`src/rtl/dmem_bridge.sv`:
```
// dmem_bridge: stalls the CPU while it runs a single load/store over a req/ack memory port, with a timeout and sticky error flag
module dmem_bridge #(
  parameter int TIMEOUT = 16
) (
  input  logic        clk,
  input  logic        rst,
  input  logic [31:0] cpu_addr,
  input  logic [31:0] cpu_wdata,
  input  logic        cpu_we,
  input  logic        cpu_re,
  output logic [31:0] cpu_rdata,
  output logic        stall,
  output logic        mem_req,
  output logic        mem_we,
  output logic [31:0] mem_addr,
  output logic [31:0] mem_wdata,
  input  logic        mem_ack,
  input  logic [31:0] mem_rdata,
  output logic        err
);
  typedef enum logic [1:0] {IDLE, BUSY, DONE} state_t;
  localparam logic [7:0] CNT_MAX = 8'(TIMEOUT - 1);
  state_t      state, state_n;
  logic [29:0] addr_q;
  logic [31:0] wdata_q;
  logic        we_q;
  logic [7:0]  cnt;
  logic        req;
  logic        misaligned;
  assign req        = cpu_re | cpu_we;
  assign misaligned = cpu_addr[1:0] != 2'b00;
  assign mem_addr   = {addr_q, 2'b00};
  assign mem_wdata  = wdata_q;
  always_ff @(posedge clk)
    state <= rst ? IDLE : state_n;
  always_comb begin
    stall   = (state == IDLE && req) || state == BUSY;
    mem_req = state == BUSY;
    mem_we  = mem_req & we_q;
    state_n = state == IDLE ? (!req ? IDLE : misaligned ? DONE : BUSY) :
              state == BUSY ? ((mem_ack || cnt == CNT_MAX) ? DONE : BUSY) : IDLE;
  end
  always_ff @(posedge clk) begin
    if (rst) begin
      addr_q    <= '0;
      wdata_q   <= '0;
      we_q      <= 1'b0;
      cnt       <= '0;
      err       <= 1'b0;
      cpu_rdata <= '0;
    end else begin
      if (state == IDLE && req) begin
        addr_q  <= cpu_addr[31:2];
        wdata_q <= cpu_wdata;
        we_q    <= cpu_we;
        cnt     <= '0;
        if (misaligned) begin
          err       <= 1'b1;
          cpu_rdata <= '0;
        end
      end
      if (state == BUSY) begin
        if (mem_ack) begin
          if (!we_q) cpu_rdata <= mem_rdata;
        end else if (cnt == CNT_MAX) begin
          err       <= 1'b1;
          cpu_rdata <= '0;
        end else begin
          cnt <= cnt + 8'd1;
        end
      end
    end
  end
endmodule

```
`config.mk`:
```
export PLATFORM = sky130hd
export DESIGN_NAME = dmem_bridge
export DESIGN_NICKNAME = d
export VERILOG_FILES = /design/src/rtl/dmem_bridge.sv
export SDC_FILE = /design/constraint.sdc
export NUM_CORES = 1
export LEC_CHECK = 0
export BUFFER_PORTS_ARGS = -buffer_cell sky130_fd_sc_hd__buf_2
export CAP_MARGIN = 20
export CELL_PAD_IN_SITES_DETAIL_PLACEMENT = 1
export CELL_PAD_IN_SITES_GLOBAL_PLACEMENT = 2
export CORE_MARGIN = 4
export CORE_UTILIZATION = 21
export CTS_CLUSTER_SIZE = 25
export DETAILED_ROUTE_END_ITERATION = 10
export PLACE_DENSITY = 0.76
export SETUP_SLACK_MARGIN = 0.5
export SYNTH_ARGS = -nofsm -noshare
export SYNTH_HDL_FRONTEND = slang
export SYNTH_SLANG_ARGS = --single-unit
```
`constraint.sdc`:
```
create_clock -name clk -period 2 [get_ports clk]
set_clock_uncertainty 0.15 [all_clocks]
set_input_delay 0.4 -clock clk [delete_from_list [all_inputs] [get_ports clk]]
set_output_delay 0.4 -clock clk [all_outputs]
set_load 0.01 [all_outputs]
```
# Word-level counts from Yosys, hierarchy flattened
# Cells that the tools add are included.
word_totals:
  ff_bits: 106
  out_inout_bits: 100
  word_cells: 37
  inputBits: 101
op_classes:
  reduce_logical: 5
  addsub: 1
  n_mux: 20
  n_eq_ne: 2
  n_bitwise: 2
op_table:
  columns: ["cell", "n"]
  rows:
  - ["$mux W32", 6]
  - ["$mux W8", 4]
  - ["$mux W2", 5]
  - ["$add A8 B1 Y8 const B", 1]
  - ["$eq A8 B4 Y1 const B", 1]
  - ["$mux W1", 5]
  - ["$eq A2 B1 Y1 const B", 1]
  - ["$logic_not A2 Y1", 1]
  - ["$logic_or A1 B1 Y1", 2]
  - ["$reduce_bool A2 Y1", 1]
  - ["$and A1 B1 Y1", 1]
  - ["$logic_and A1 B1 Y1", 1]
  - ["$or A1 B1 Y1", 1]

# Longest topological paths before layout
# Gate-level depths: netlist (run 1).
logic_depth:
  depth_word: 6
  mapped_depth: 7
  mapped_depth_nobuf: 5

# Worst setup path before layout (run 1)
# OpenSTA, ideal clock, no wires.
synth_timing:
  path_type: "input to output"
  startpoint: "input cpu_we"
  endpoint: "output stall"
  required_ps: 1450
  cell_stages: 5
  arrival_time_ps: 1502
  n_path_buf: 2
  path_slack_ps: -52
  cell_sequence: "or2_2 nand2_1 clkbuf_1 buf_1 nand2_1"
synth_between:
  elab_chain_cells: 3
synth_rtl:
  columns: ["item", "line_no", "rtl"]
  rows:
  - ["start, declared", "9", "input logic cpu_we,"]
  - ["$or A1 B1 Y1", "30", "assign req = cpu_re | cpu_we;"]
  - ["$logic_and A1 B1 Y1", "37", "stall = (state == IDLE && req) || state == BUSY;"]
  - ["$logic_or A1 B1 Y1", "37", null]
  - ["end, declared", "12", "output logic stall,"]
# Every way passes these cells.

# Worst setup path in the final report (run 1)
layout_timing:
  startpoint: "register state[0]"
  endpoint: "register cnt[7]"
layout_between:
  elab_chain_cells: 6
  word_cells_on_any_way: 7
layout_rtl:
  columns: ["item", "line_no", "rtl"]
  rows:
  - ["start, declared", "23", "state_t state, state_n;"]
  - ["start signal, assigned", "35", "state <= rst ? IDLE : state_n;"]
  - ["$logic_not A2 Y1", "52", "if (state == IDLE && req) begin"]
  - ["$logic_and A1 B1 Y1", "52", null]
  - ["$mux W8", "52", null]
  - ["$mux W8", "65", "end else if (cnt == CNT_MAX) begin"]
  - ["$mux W8", "63", "if (mem_ack) begin"]
  - ["$mux W8 (*)", "62", "if (state == BUSY) begin"]
  - ["end signal, assigned", "69", "cnt <= cnt + 8'd1;"]
  - ["end, declared", "27", "logic [7:0] cnt;"]
# Every way passes the cells marked *; elsewhere a longest branch is shown, timed or not.
# A chain may end at the register's enable or synchronous reset.

==> reports/results.txt, run 1 <==
The flow ran to the end, and the final reports show no timing, DRC or antenna violations. Yosys mapped a number of flops with a built-in enable equal to 0. Measured slew at the worst slew-check pin: 0.5501 ns.

After synthesis the cells add up to 0.003696 mm^2. The wire length the detailed router placed on met1 is 5983 um. The clock-pin transition on the worst setup and hold timing paths came out at 0.08 ns. The average detailed-routed wire length per instance works out to 16.15 um.

Routability-driven placement finished with a final weighted congestion of 0.7332. TritonCTS built the clock tree. Number of detailed-route iterations in the first pass: 4. Of the post-synthesis cell area, the dominant cell type holds 57.41%. During I/O placement, the number of pins put on the boundary was 201.

The run gives 0.1950 ns as the setup slack after layout. The clock passes through at most 2 buffers. STA classifies the critical path startpoint as a flop.

Routed wire length: 13860 um. The count of buffers added on input and output ports is 198. Once the floorplan was initialized, standard cells occupied 21.37% of the core. The tools report the via count of the first global-routing pass as 4071.

The worst path uses 90.25% of the clock period. The flip-flop and latch area came out at 0.002133 mm^2. The initial antenna violation count is 0. The most common cell in the synthesized netlist is sky130_fd_sc_hd__nand2_1.

Per report_power, the clock group accounts for 36.8% of the total. Synthesis handed over a netlist of 423 instances. Wire segments on met2 add up to 6561 um in the final route.

Of the total power, the share spent switching nets is 27.39%. The synthesized design spends more area on one cell type than any other, namely sky130_fd_sc_hd__dfxtp_1. Summing the sequential cell areas from Yosys gives 57.41% of the chip area. The total overflow reported by the global router came out at 0. Based on the critical path, the design can be clocked at up to 554.0 MHz. The logs give 8882 um for the HPWL after detailed placement and 12.81% for the global routing usage summed across all routing layers. The number of hold violations in the final report was 0; the final antenna-violating net count was 0. For this run, the leading register cell type out of synthesis is sky130_fd_sc_hd__dfxtp_1. For the share of power burned in registers, the log shows 47.0%.

The largest net degree at the start of global routing was 48; the peak supply drop was 360.4 uV. The worst setup path is captured at a flop. The area of combinational cells with multiple inputs is 0.001678 mm^2. The share of final-layout standard cells stronger than drive strength 1 is 43.76%, and the number of buffers created by CTS is 9.

Counting flops and latches in the post-synthesis netlist gives 106. Setup violations remaining at the end of the flow were counted as 0. Yosys attributes the largest share of cell area to sky130_fd_sc_hd__dfxtp_1 (57%), sky130_fd_sc_hd__nand2_1 (13%), sky130_fd_sc_hd__a21oi_1 (9.9%).

The die is 140.7 um tall. The number of hold buffers added after CTS was 0. The worst hold path belongs to the class input port to flop. In this run the standard cell core region covers 0.01730 mm^2.

The analysis attributes to net switching a power of 0.001335 W. The uppermost layer routed was met4. During synthesis, Yosys emitted a total of 0 warnings. The static leakage was 2.627 nW; the number of max-slew violations in the final report was 0. After detailed routing, the number of remaining DRC violations is 0.

By count the netlist is led by sky130_fd_sc_hd__nand2_1 (132), sky130_fd_sc_hd__dfxtp_1 (106), sky130_fd_sc_hd__a21oi_1 (73), sky130_fd_sc_hd__a22o_1 (32), sky130_fd_sc_hd__clkbuf_1 (22). The detailed route wirelength on metal3 is 1096 um, and the mean area per synthesized cell is 8.738 um^2. The logs give 16.2% for the part of the power in combinational logic and 0.35 ns for the latest clock arrival within the worst-skew pair. Data arrives at the worst endpoint at 1.92 ns. At the placement stage, the worst setup path has a slack of -0.03016 ns. The total number of vias was 3749; the largest driver fanout on the critical path was 4.

The clock net in this run drives a total of 106 sinks. Once layout is complete, the utilization of the core stands at 32.53%. For flop-to-flop paths, the worst setup slack is 0.20 ns. Hold is met by 0.1169 ns. Remaining max-slew budget at the tightest pin: 63.32%. The tree is rooted in a sky130_fd_sc_hd__clkbuf_16. By startpoint and endpoint, the worst setup path is classified as flop to flop.

The required time of the critical path was 2.12 ns. Synthesis instantiated 33 different standard cells from the library. The power density relative to cell area came out at 866.0 mW/mm^2. Across the run, the number of max-cap violations was 0.

After routing, the total negative slack on setup checks comes to 0 ns. From synthesis to final layout, the design area changed by 52.23%. The floorplan step defined a die boundary enclosing 0.01979 mm^2.

Setup repair after global routing could not meet its margin everywhere. The mean number of vias per cell was 4.369. The time the final worst path needs with I/O delays and setup is 1.805 ns, and the cell-internal power is 0.003538 W. Row generation in the floorplan step produced 48 rows. The detailed router finished its first iteration with 69 violations.

The number of antenna diodes in the final layout is 0. The overall power after layout was 0.004873 W; the proportion of register bits with asynchronous set or reset after synthesis was 0%. The first global-routing pass estimated 20590 um of wire. The x dimension of the die was 140.7 um; the number of filler cells placed in the layout was 2083.

The H-tree generated during clock tree synthesis spans 3 levels. For this run, the post-layout net count is 730.
## state kept, by name (all words and copies together) (netlist names)
| name | count |
|---|---|
| addr_q | 30 |
| cnt | 8 |
| cpu_rdata | 32 |
| err | 1 |
| mem_wdata | 32 |
| state | 2 |
| we_q | 1 |
## power groups by stage
stage / Clock, W / Combinational [W] / Sequential, W
after floorplan: 0 / 0.000322 / 0.00239
after global placement: 0 / 0.000644 / 0.00234
after detailed placement: 0 / 0.000665 / 0.00234
after CTS: 0.00187 / 0.000721 / 0.00229
after global routing: 0.00196 / 0.000877 / 0.00231
final: 0.00179 / 0.000790 / 0.00229
## routing by layer
| layer | GRT usage (%) | up-vias |
|---|---|---|
| li1 | - | 1854 |
| met1 | 15.57 | 1737 |
| met2 | 21.19 | 144 |
| met3 | 4.172 | 14 |
| met4 | 4.691 | 0 |
| met5 | 0 | - |
## area by class of cell
| cell class | instances | area share, % |
|---|---|---|
| repair buffers | 219 | 21.81 |
| flip-flops and latches | 106 | 37.91 |
| well taps | 225 | 5.003 |
| clock inverters | 6 | 1.179 |
| multi-input cells | 289 | 29.82 |
| inverters | 3 | 0.2001 |
| clock buffers | 10 | 4.069 |
## per-stage QoR
stage,cells,instance area [um^2]
2_1_floorplan,424,3822
3_3_place_gp,826,4997
3_5_place_dp,826,4997
4_1_cts,850,5460
5_1_grt,858,5627
6_report,858,5627
## cells by family after synthesis
| logic type | Yosys count | synth area share, % |
|---|---|---|
| AND/OR/NAND/NOR | 157 | 17.33 |
| buffers and inverters | 35 | 3.791 |
| XOR/XNOR | 1 | 0.2370 |
| adder cells (fa/ha/maj) | 1 | 0.3385 |
| AO/OA/AOI/OAI | 122 | 20.79 |
| flip-flops | 106 | 57.41 |
| other | 1 | 0.1015 |
## worst max-delay path, stage by stage, from the launching register on
cell                       delay (ns)
sky130_fd_sc_hd__dfxtp_4         0.37
sky130_fd_sc_hd__or3b_4          0.41
sky130_fd_sc_hd__a21o_4          0.21
sky130_fd_sc_hd__or4_1           0.41
sky130_fd_sc_hd__a211oi_2        0.18
## cell usage in the layout (no fill, tap or decap), types with 2 or more instances in the layout
master and count:
sky130_fd_sc_hd__o21ai_0 2, sky130_fd_sc_hd__buf_2 197, sky130_fd_sc_hd__dfxtp_4 2, sky130_fd_sc_hd__o21ai_1 2, sky130_fd_sc_hd__nand2_1 130, sky130_fd_sc_hd__buf_4 10, sky130_fd_sc_hd__and2_4 6, sky130_fd_sc_hd__conb_1 2
sky130_fd_sc_hd__or4_4 2, sky130_fd_sc_hd__nand3_1 3, sky130_fd_sc_hd__a21oi_2 6, sky130_fd_sc_hd__clkbuf_16 10, sky130_fd_sc_hd__a31oi_1 2, sky130_fd_sc_hd__a21oi_1 66, sky130_fd_sc_hd__o211a_4 2, sky130_fd_sc_hd__clkinv_2 2
sky130_fd_sc_hd__dfxtp_1 101, sky130_fd_sc_hd__buf_12 2, sky130_fd_sc_hd__clkinv_4 2, sky130_fd_sc_hd__inv_1 2, sky130_fd_sc_hd__a22o_1 32, sky130_fd_sc_hd__buf_6 9, sky130_fd_sc_hd__nor2_1 4, sky130_fd_sc_hd__a211oi_2 2
sky130_fd_sc_hd__dfxtp_2 3
## repair_timing
item | 4_1_cts | 5_1_grt
pin swaps | 10 | 3
gates cloned | 2 | 5
setup endpoints to repair | 108 | 92
hold endpoints to repair | 0 | 0
resized for setup | 31 | 22
setup buffers | 6 | 3
## path summary, 6_finish.rpt
check        cells after the start                  startpoint                          to
max reg2reg                      4         state[0]$_SDFF_PP0_           cnt[7]$_SDFF_PP0_
min                              2               mem_rdata[22]    cpu_rdata[22]$_SDFF_PP0_
max                              4         state[0]$_SDFF_PP0_           cnt[7]$_SDFF_PP0_
min reg2reg                      2  mem_wdata[25]$_SDFFE_PP0P_  mem_wdata[25]$_SDFFE_PP0P_
Power figures use the tool's default switching activity.
==> run 2: changes to the inputs <==
CORE_ASPECT_RATIO = 0.5   (was not set)
==> reports/results.txt, run 2 (synthesis results as in run 1) <==
For the first-pass GRT wire length, the log shows 19370 um (was 20590 um). Commonest cells after routing, fill and taps aside: sky130_fd_sc_hd__buf_2 (195), sky130_fd_sc_hd__nand2_1 (128), sky130_fd_sc_hd__dfxtp_1 (99), sky130_fd_sc_hd__a21oi_1 (70), sky130_fd_sc_hd__a22o_1 (32) (was sky130_fd_sc_hd__buf_2 (197), sky130_fd_sc_hd__nand2_1 (130), sky130_fd_sc_hd__dfxtp_1 (101), sky130_fd_sc_hd__a21oi_1 (66), sky130_fd_sc_hd__a22o_1 (32)). Power density relative to cell area: 866.7 mW/mm^2 (was 866.0 mW/mm^2). The final core utilization is 34.40% (was 32.53%).

For the latest clock arrival within the worst-skew pair, the log shows 0.35 ns (about the same). The biggest cell delay along the critical path was 0.42 ns (was 0.41 ns). The HPWL after detailed placement is 8659 um (was 8882 um), and the share of final-layout standard cells stronger than drive strength 1 is 44.79% (was 43.76%).

The kind of critical path is flop to flop (unchanged). The clock-pin transition on the worst setup and hold timing paths was 0.07 ns (was 0.08 ns); the via count of the first global-routing pass was 3902 (was 4071). The post-route standard cell area excluding fillers was 0.005781 mm^2 (was 0.005627 mm^2); the required time of the critical path was 2.12 ns (about the same).

Crit path cell chain: or3b_4 -> a21o_4 -> or4_1 -> a211oi_2 (unchanged). Level count of the clock H-tree: 3 (unchanged). The tools report the nature of the critical path startpoint as a flop (unchanged). The number of hold violations in the final report is 0 (unchanged), and the number of detailed-route iterations in the first pass is 4 (unchanged).

The largest driver fanout on the critical path came out at 4 (unchanged). Setup repair after global routing could not meet its margin everywhere. The number of I/O pins was 201 (unchanged); the post-synthesis to final-layout area growth was 56.40% (was 52.23%). The x dimension of the die came out at 195.6 um (was 140.7 um). The average detailed-routed wire length per instance came out at 15.59 um (was 16.15 um). The reported max-cap violation count was 0 (unchanged); the number of placement rows was 33 (was 48).

The deepest clock path buffer count is 2 (unchanged), and the final antenna-violating net count is 0 (unchanged). The detailed router's first-iteration violation count came out at 68 (was 69). The number of placed instances, taps included came out at 829 (was 826). The initial standard-cell utilization of the core is 21.99% (was 21.37%).

The routed wire length was 13570 um (was 13860 um). The total negative setup slack is 0 ns (unchanged), and the static leakage is 2.688 nW (was 2.627 nW). The critical path data arrival time was 1.93 ns (was 1.92 ns); the total number of vias was 3772 (was 3749).

The final instance count without filler cells is 870 (was 858). The run finished with clean final reports. Clock tree root buffer cell: sky130_fd_sc_hd__clkbuf_16 (unchanged). The measured slew at the worst slew-check pin is 0.6129 ns (was 0.5501 ns). The number of buffers created by CTS is 9 (unchanged).

The top achievable clock speed was 552.5 MHz (was 554.0 MHz). The total cell area at the placement stage came out at 0.005032 mm^2 (was 0.004997 mm^2). The total of buffers placed on input and output ports was 198 (unchanged); the mean number of vias per cell was 4.336 (was 4.369). Kind of end point of the critical path: a flop (unchanged). The area of the die is 0.01992 mm^2 (was 0.01979 mm^2).

The tools report the remaining max-slew budget at the tightest pin as 59.14% (was 63.32%). Post-route fraction of the period consumed by the critical path: 90.49% (was 90.25%). The run gives 473.4 uV (was 360.4 uV) as the peak supply drop. The largest net degree at the start of global routing came out at 55 (was 48). The number of hold buffers added after CTS is 0 (unchanged), and the total inserted antenna cells is 0 (unchanged). For the global routing usage summed across all routing layers, the log shows 11.99% (was 12.81%). The weighted congestion reported at the end of routability-driven placement is 0.7658 (was 0.7332), and the total overflow reported by the global router is 0 (unchanged). The number of max-slew violations in the final report was 0 (unchanged); the number of nets in the layout was 740 (was 730).

The worst min-delay path category is input port to flop (unchanged). Initial antenna violation count: 0 (unchanged). The highest-delay cell along the critical path is sky130_fd_sc_hd__or4_1 (was sky130_fd_sc_hd__or3b_4). The height of the die is 101.8 um (was 140.7 um).

TritonCTS built the clock tree. The leading cell type in the layout, fill and taps excluded is sky130_fd_sc_hd__buf_2 (unchanged). The tools report the DRC violation count after routing as 0 (unchanged).

The count of final setup violators was 0 (unchanged); the TritonCTS sink count was 106 (unchanged). The area inside the core boundary was 0.01680 mm^2 (was 0.01730 mm^2); the time the final worst path needs with I/O delays and setup was 1.810 ns (was 1.805 ns).
run 2: changes by cell type in the layout (fill, tap and decap cells not counted), sizes merged:
cell	before	now
buf	218	229
inv	4	5
clkinv	4	2
bufinv	1	2
and2	7	4
clkbuf	11	12
o211a	2	3
run 2: area by class of cell:
class,count,area (um^2)
clock buffer,10,229.0
inverter,3,13.76
multi-input combinational,287,1659
timing repair buffer,231,1356
clock inverter,6,97.59
tap,227,284.0
sequential,106,2141
fill,2019,11020
run 2: stage by stage:
stage                     hold slack (ns)  setup WS [ns]  total power, W
final                              0.1163         0.1902        0.005010
after global routing               0.1021         0.1354        0.005274
after CTS                         0.09223         0.1990        0.005049
after detailed placement           0.2951        0.03233        0.003018
after global placement             0.2894        0.03499        0.003003
after floorplan                    0.3133         0.1018        0.002708
run 2: worst max-delay path, delay by kind of cell, from the launching register on:
family          cells  cell delay (ns)
compound gates      2             0.39
flops               1             0.38
simple gates        2             0.82
run 2: report_power, final:
group	total [W]	switching (W)	internal, W
sequential	0.00228	0.0000587	0.00222
combinational	0.000754	0.000431	0.000323
clock	0.00197	0.000856	0.00112
total	0.00501	0.00135	0.00366
run 2: timing repair:
item	4_1_cts	5_1_grt
buffers inserted	10	8
resized for setup	30	20
hold endpoints to repair	0	0
pin swaps	9	23
setup endpoints to repair	108	84
cloned	0	7
run 2: final timing paths:
check	start	endpoint	slack, ns	cells after the start
max	state[0]$_SDFF_PP0_	cnt[7]$_SDFF_PP0_	0.19	4
min	mem_rdata[27]	cpu_rdata[27]$_SDFF_PP0_	0.12	2
max reg2reg	state[0]$_SDFF_PP0_	cnt[7]$_SDFF_PP0_	0.19	4
min reg2reg	mem_wdata[16]$_SDFFE_PP0P_	mem_wdata[16]$_SDFFE_PP0P_	0.30	2
run 2: routing by layer:
| metal | up-vias | global-route usage [%] | share of wire [%] |
|---|---|---|---|
| met5 | - | 0 | 0 |
| met3 | 13 | 4.183 | 5.1 |
| met1 | 1803 | 12.80 | 41 |
| met2 | 87 | 22.96 | 53 |
| met4 | 0 | 3.164 | 1.2 |
| li1 | 1869 | - | - |
